File: src/rtl/bit4_adder_if.sv
// bit4_adder_if: operand/result bundle for bit4_adder.
// master drives in_valid/A/B/Cin; slave returns S/Cout/Ovf/out_valid.
interface bit4_adder_if;
  logic       in_valid;
  logic [3:0] A;
  logic [3:0] B;
  logic       Cin;
  logic [3:0] S;
  logic       Cout;
  logic       Ovf;
  logic       out_valid;

  modport master (
    output in_valid, A, B, Cin,
    input  S, Cout, Ovf, out_valid
  );

  modport slave (
    input  in_valid, A, B, Cin,
    output S, Cout, Ovf, out_valid
  );
endinterface

File: src/rtl/bit4_adder.sv
// bit4_adder: 4-bit ripple-carry adder, registered S/Cout/Ovf + valid.
// Ports: clk, rst (sync, active-high), bus (bit4_adder_if.slave).
// Optional input register stage: define BIT4_ADDER_INREG_EN.
module bit4_adder (
  input logic        clk,
  input logic        rst,
  bit4_adder_if.slave bus
);

  logic [3:0] op_a;
  logic [3:0] op_b;
  logic       op_cin;
  logic       op_valid;

`ifdef BIT4_ADDER_INREG_EN
  logic [3:0] a_q;
  logic [3:0] b_q;
  logic       cin_q;
  logic       valid_q;

  always_ff @(posedge clk) begin
    if (rst) valid_q <= 1'b0;
    else     valid_q <= bus.in_valid;
  end

  // Operand capture needs no reset: valid_q gates its use.
  always_ff @(posedge clk) begin
    a_q   <= bus.A;
    b_q   <= bus.B;
    cin_q <= bus.Cin;
  end

  assign op_a     = a_q;
  assign op_b     = b_q;
  assign op_cin   = cin_q;
  assign op_valid = valid_q;
`else
  assign op_a     = bus.A;
  assign op_b     = bus.B;
  assign op_cin   = bus.Cin;
  assign op_valid = bus.in_valid;
`endif

  // Four chained full-adder cells; c[i] is carry into bit i.
  logic [4:0] c;
  logic [3:0] s;

  assign c[0] = op_cin;

  for (genvar i = 0; i < 4; i++) begin : g_fa
    assign s[i]   = op_a[i] ^ op_b[i] ^ c[i];
    assign c[i+1] = (op_a[i] & op_b[i])
                  | (op_a[i] & c[i])
                  | (op_b[i] & c[i]);
  end

  logic [3:0] s_q;
  logic       cout_q;
  logic       ovf_q;
  logic       vld_q;

  // Result regs load only on valid, so idle operands never land here.
  always_ff @(posedge clk) begin
    if (rst) begin
      s_q    <= 4'd0;
      cout_q <= 1'b0;
      ovf_q  <= 1'b0;
      vld_q  <= 1'b0;
    end else if (op_valid) begin
      s_q    <= s;
      cout_q <= c[4];
      ovf_q  <= c[3] ^ c[4];
      vld_q  <= 1'b1;
    end else begin
      vld_q  <= 1'b0;
    end
  end

  assign bus.S         = s_q;
  assign bus.Cout      = cout_q;
  assign bus.Ovf       = ovf_q;
  assign bus.out_valid = vld_q;

endmodule

File: src/flat_wrapper.sv
// flat-port wrapper written by rule: the top's interface ports become plain ports
module bit4_adder_flat 
  (clk, rst, bus_in_valid, bus_A, bus_B, bus_Cin, bus_S, bus_Cout, bus_Ovf, bus_out_valid);
  bit4_adder_if bus_i ();
  input logic clk;
  input logic rst;
  input wire logic [$bits(bus_i.in_valid)-1:0] bus_in_valid;
  input wire logic [$bits(bus_i.A)-1:0] bus_A;
  input wire logic [$bits(bus_i.B)-1:0] bus_B;
  input wire logic [$bits(bus_i.Cin)-1:0] bus_Cin;
  output wire logic [$bits(bus_i.S)-1:0] bus_S;
  output wire logic [$bits(bus_i.Cout)-1:0] bus_Cout;
  output wire logic [$bits(bus_i.Ovf)-1:0] bus_Ovf;
  output wire logic [$bits(bus_i.out_valid)-1:0] bus_out_valid;
  assign bus_i.in_valid = bus_in_valid;
  assign bus_i.A = bus_A;
  assign bus_i.B = bus_B;
  assign bus_i.Cin = bus_Cin;
  assign bus_S = bus_i.S;
  assign bus_Cout = bus_i.Cout;
  assign bus_Ovf = bus_i.Ovf;
  assign bus_out_valid = bus_i.out_valid;
  bit4_adder u_core (.clk(clk), .rst(rst), .bus(bus_i));
endmodule
File: config.mk
export PLATFORM = sky130hd
export DESIGN_NAME = bit4_adder_flat
export DESIGN_NICKNAME = d
export VERILOG_FILES = /design/src/rtl/bit4_adder_if.sv /design/src/rtl/bit4_adder.sv /design/src/flat_wrapper.sv
export SDC_FILE = /design/constraint.sdc
export NUM_CORES = 1
export LEC_CHECK = 0
export CORE_MARGIN = 1
export CORE_UTILIZATION = 25
export DETAILED_ROUTE_END_ITERATION = 8
export MAX_ROUTING_LAYER = met4
export PLACE_DENSITY = 0.62
export SYNTH_ARGS = -nofsm -noshare
export SYNTH_HDL_FRONTEND = slang
export SYNTH_SLANG_ARGS = --single-unit
File: constraint.sdc
create_clock -name clk -period 2.3 [get_ports clk]
set_input_delay 0.23 -clock clk [delete_from_list [all_inputs] [get_ports clk]]
set_output_delay 0.23 -clock clk [all_outputs]
set_load 0.01 [all_outputs]
* Word-level counts from Yosys, hierarchy flattened *
Cells that the tools add are included.

word-level totals
  flip-flop bits (word level) = 7
  latch bits = 0
  bits in writable memories = 0
  memory bits (read-only) = 0
  input bits = 12
  output and inout port bits = 7
  logic and storage cells = 34
  memories kept = 0

operators by class
  add/sub/neg operators = 0
  multipliers = 0
  divide/modulo/power cells = 0
  $lt $le $gt $ge = 0
  equality and inequality tests = 0
  shifts and indexed selects = 0
  muxes and demuxes = 1
  bitwise gates (word level) = 29
  reductions and logical operators = 0

operators with widths
  operator           number
  bitwise AND 1 bit  12
  bitwise XOR 1 bit  9
  bitwise OR 1 bit   8
  two-way mux 1 bit  1

* Depth between registers and ports, before layout *
  word-level depth = 13
  mapped depth = 9
  mapped depth without buffers = 9

* Least setup slack after synthesis *
OpenSTA, ideal clock, no wires.

  path type = input to register
  from = in bus_Cin
  to = reg u_core.s_q[3] (netlist: u_core.bus.S[3])
  data arrival time = 1.930 ns
  path slack = 0.285 ns
  stages on the path = 8
  buffers on the path = 0
  cells stage by stage = inv_1 -> fa_1 -> inv_1 -> fa_1 -> fa_1 -> inv_1 -> fa_1 -> a211oi_1

on the way
  cells in the longest elaborated chain, start to end = 10
  elaborated cells on any way between the ends = 13
  classes of those cells = bitwise: 13

ends and longest elaborated chain
  item                  line                text
  from (decl)           flat_wrapper.sv:10  input wire logic [$bits(bus_i.Cin)-1:0] bus_Cin;
  bitwise AND 1 bit     bit4_adder.sv:53    | (op_a[i] & c[i])
  bitwise OR 1 bit      bit4_adder.sv:53
  bitwise OR 1 bit *    bit4_adder.sv:54    | (op_b[i] & c[i]);
  bitwise AND 1 bit     bit4_adder.sv:53
  bitwise OR 1 bit      bit4_adder.sv:53
  bitwise OR 1 bit *    bit4_adder.sv:54
  bitwise AND 1 bit     bit4_adder.sv:53
  bitwise OR 1 bit      bit4_adder.sv:53
  bitwise OR 1 bit *    bit4_adder.sv:54
  bitwise XOR 1 bit *   bit4_adder.sv:51    assign s[i] = op_a[i] ^ op_b[i] ^ c[i];
  to (signal assigned)  bit4_adder.sv:70    s_q <= s;
  to (decl)             bit4_adder.sv:57    logic [3:0] s_q;

Every way passes the cells marked *; elsewhere a longest branch is shown, timed or not.
A chain may end at the register's enable or synchronous reset.

* Worst setup path in the final report *
Ends and elaborated chain as after synthesis.

==> summary.md <==
| Metric | Value |
|---|---|
| Clock Skews | `0 ns` |
| Synth Warn # | `0` |
| CTS Buf Count | `3` |
| FF+latch count, synth | `7` |
| CP cell instances | `clkdlybuf4s50_1, inv_1, fa_1, inv_1, fa_1, fa_2, inv_1, fa_1, a211oi_2` |
| Slew at the pin closest to its max-slew limit | `about 0.4 ns` |
| Filler cells | `124` |
| Static Leakage | `roughly 0.26 nW` |
| Syn avg cell area | `10.8 sq um` |
| HPWL after DPL | `529 um` |
| Hold Fails Final Rpt | `0` |
| Diodes inserted | `0` |
| Drt first-iter violations | `4` |
| Clock tree root buffer cell | `clkbuf_4` |
| Max IR drop VDD | `274 uV` |
| Outcome | `complete, no violations` |
| Post-DRT Antenna Nets | `0` |
| DRC Markers | `0` |
| Pwr/cell area | `591 nW/um^2` |
| Reg2Reg Launch Point | `u_core.bus.Ovf` |
| Initial Util | `27.1%` |
| CP required | `2.48 ns` |
| Core footprint | `1320 sq um` |
| Synthesized area | `roughly 360 sq um` |
| Buffers on Ports | `18` |
| Final setup fails | `0` |
| Clk_lat worst skew | `0.25 ns` |
| Fmax | `between 400 and 500 MHz` |
| Synth area leaders | `dfxtp_1 (39%), fa_1 (22%), inv_1 (7.4%)` |
| H-Tree Depth | `1` |
| Hold Path Class | `flip-flop to flip-flop` |
| Fin crit share | `between 90% and 100%` |
| CP max-delay cell | `fa_1` |
| Vias post-DR | `~280` |
| Crit Path Class | `primary input to flip-flop` |
| # rows | `13` |
| Post-route minimum period | `2.18 ns` |
| Global-route wire length before repair | `about 1100 um` |
| Post-synthesis sequential area ratio | `39.3%` |
| Top cell type's share of synthesized area | `39.3%` |
| WL final | `between 600 and 700 um` |
| Largest net degree at the start of global routing | `11` |
| Die Ht | `slightly below 40 um` |
| Clock buffer depth | `2` |
| Hold path startpoint | `u_core.bus.S[0]` |
| Layout area overhead | `64.2%` |
| Critical Path Sink Type | `flip-flop` |
| Sum of negative setup slack | `0 ns` |
| CP Max Fanout | `2` |
| Post-CTS sizing | `0` |
| Worst Path Buf+Inv | `4` |
| Die width | `39.8 um` |
| Post-CTS Setup Inserts | `0` |
| Overflow after GRT | `0` |
| Vias in the first global route | `284` |
| Largest area contributor in the netlist | `dfxtp_1` |
| Syn_nets | `between 40 and 50` |
| Initial antenna violation count | `0` |
| Crit path from | `bus_Cin` |
| Cell family with most CP delay | `adder cells` |
| CTS Hold Bufs | `0` |
| Ratio of cells with drive above 1 in the final layout | `12.7%` |
| Worst setup SP type | `primary input` |
| Num ports | `19` |
| Max-cap viol count | `0` |
| Slew margin rel. | `73.0%` |
| Worst-path clk slew | `0.05 ns` |
| DIE AREA | `1580 sq um` |
| Power Total | `0.000346 W` |
| Mapped Cells | `33` |
| Slowest stage delay, CP | `0.42 ns` |
| Via density per instance | `4.06` |
| Count of different cell masters after synthesis | `11` |
| GRT Overall Usage | `between 10% and 20%` |
| DR pass1 iterations | `2` |
| CTS tree | `yes` |
| RSZ-0062 raised after global routing | `no` |
| Gp weighted congestion | `0.672` |
| Clk sinks | `7` |
| Pins Over Slew Limit | `0` |
| Routed len/inst | `9.69 um` |
| Util after Layout | `44.4%` |
| Nets | `72` |
| Critical path data arrival time | `2.36 ns` |
## through the flow
step	std cells	hold slack [ns]	setup slack [ns]	area, sq um
after floorplan	33	0.298	0.285	357
after global placement	66	0.466	-0.165	552
after detailed placement	66	0.470	-0.198	552
after CTS	70	0.477	0.0660	578
after global routing	70	0.501	0.0243	586
final	70	0.474	0.119	586
## report_power, final
group | switching [W] | leakage [nW] | total (W) | internal, W
clock network | 0.0000488 | 0.0150 | 0.000115 | 0.0000664
logic | 0.0000359 | 0.184 | 0.0000932 | 0.0000573
registers | 0.00000479 | 0.0581 | 0.000137 | 0.000133
## tightest hold or removal path, cell delays in order (launching register included)
cell	delay, ns
dfxtp_1	0.31
nor2_1	0.08
a211oi_1	0.04
## cells by family after synthesis
| logic type | Yosys count | share of synthesized area, % |
|---|---|---|
| xor+xnor | 1 | 2.46 |
| fa+ha+maj | 4 | 22.5 |
| buf+inv | 8 | 10.5 |
| simple gates | 7 | 11.2 |
| compound gates | 4 | 8.42 |
| flops | 7 | 39.3 |
| mux | 2 | 5.61 |
## synth_stat cells
master,instances
inv_1,7
nor2_1,5
buf_6,1
dfxtp_1,7
nor2b_4,1
a211oi_1,3
nor3b_1,1
fa_1,4
a21o_1,1
xnor2_1,1
mux2i_1,2
## layer usage
metal	share of wire (%)	vias up	track usage, %
met3	7.4	2	10.2
met2	52	10	20.9
met4	1.5	0	7.76
met1	39	127	10.9
li1	-	145	-
met5	0	-	-
## worst paths after layout
kind / to / slack, ns / cells after the start
max: u_core.bus.S[3] / 0.12 / 9
min: u_core.bus.S[0] / 0.47 / 2
max reg2reg: u_core.bus.Ovf / 1.61 / 2
min reg2reg: u_core.bus.S[0] / 0.47 / 2
## flip-flops by register name (all words and copies together), names as in the netlist
name                  count
u_core.bus.Cout           1
u_core.bus.Ovf            1
u_core.bus.S              4
u_core.bus.out_valid      1
## cell usage in the layout (no fill, tap or decap)
master           Yosys  final
a211oi_1             3      2
a211oi_2             0      1
a21o_1               1      1
buf_4                0      1
clkbuf_1             0      1
clkbuf_4             0      3
clkdlybuf4s50_1      0     18
dfxtp_1              7      7
fa_1                 4      3
fa_2                 0      1
inv_1                7      7
mux2i_1              2      2
nor2_1               5      5
nor2b_4              1      1
nor3b_1              1      1
xnor2_1              1      1
## area by class of cell
type | instances | area (sq um) | area share [%]
repair buffers | 19 | 188 | 32.1
multi-input cells | 18 | 186 | 31.8
flip-flops and latches | 7 | 140 | 23.9
clock buffers | 4 | 26.3 | 4.49
inverters | 7 | 26.3 | 4.49
well taps | 15 | 18.8 | 3.21
Power figures use the tool's default switching activity.
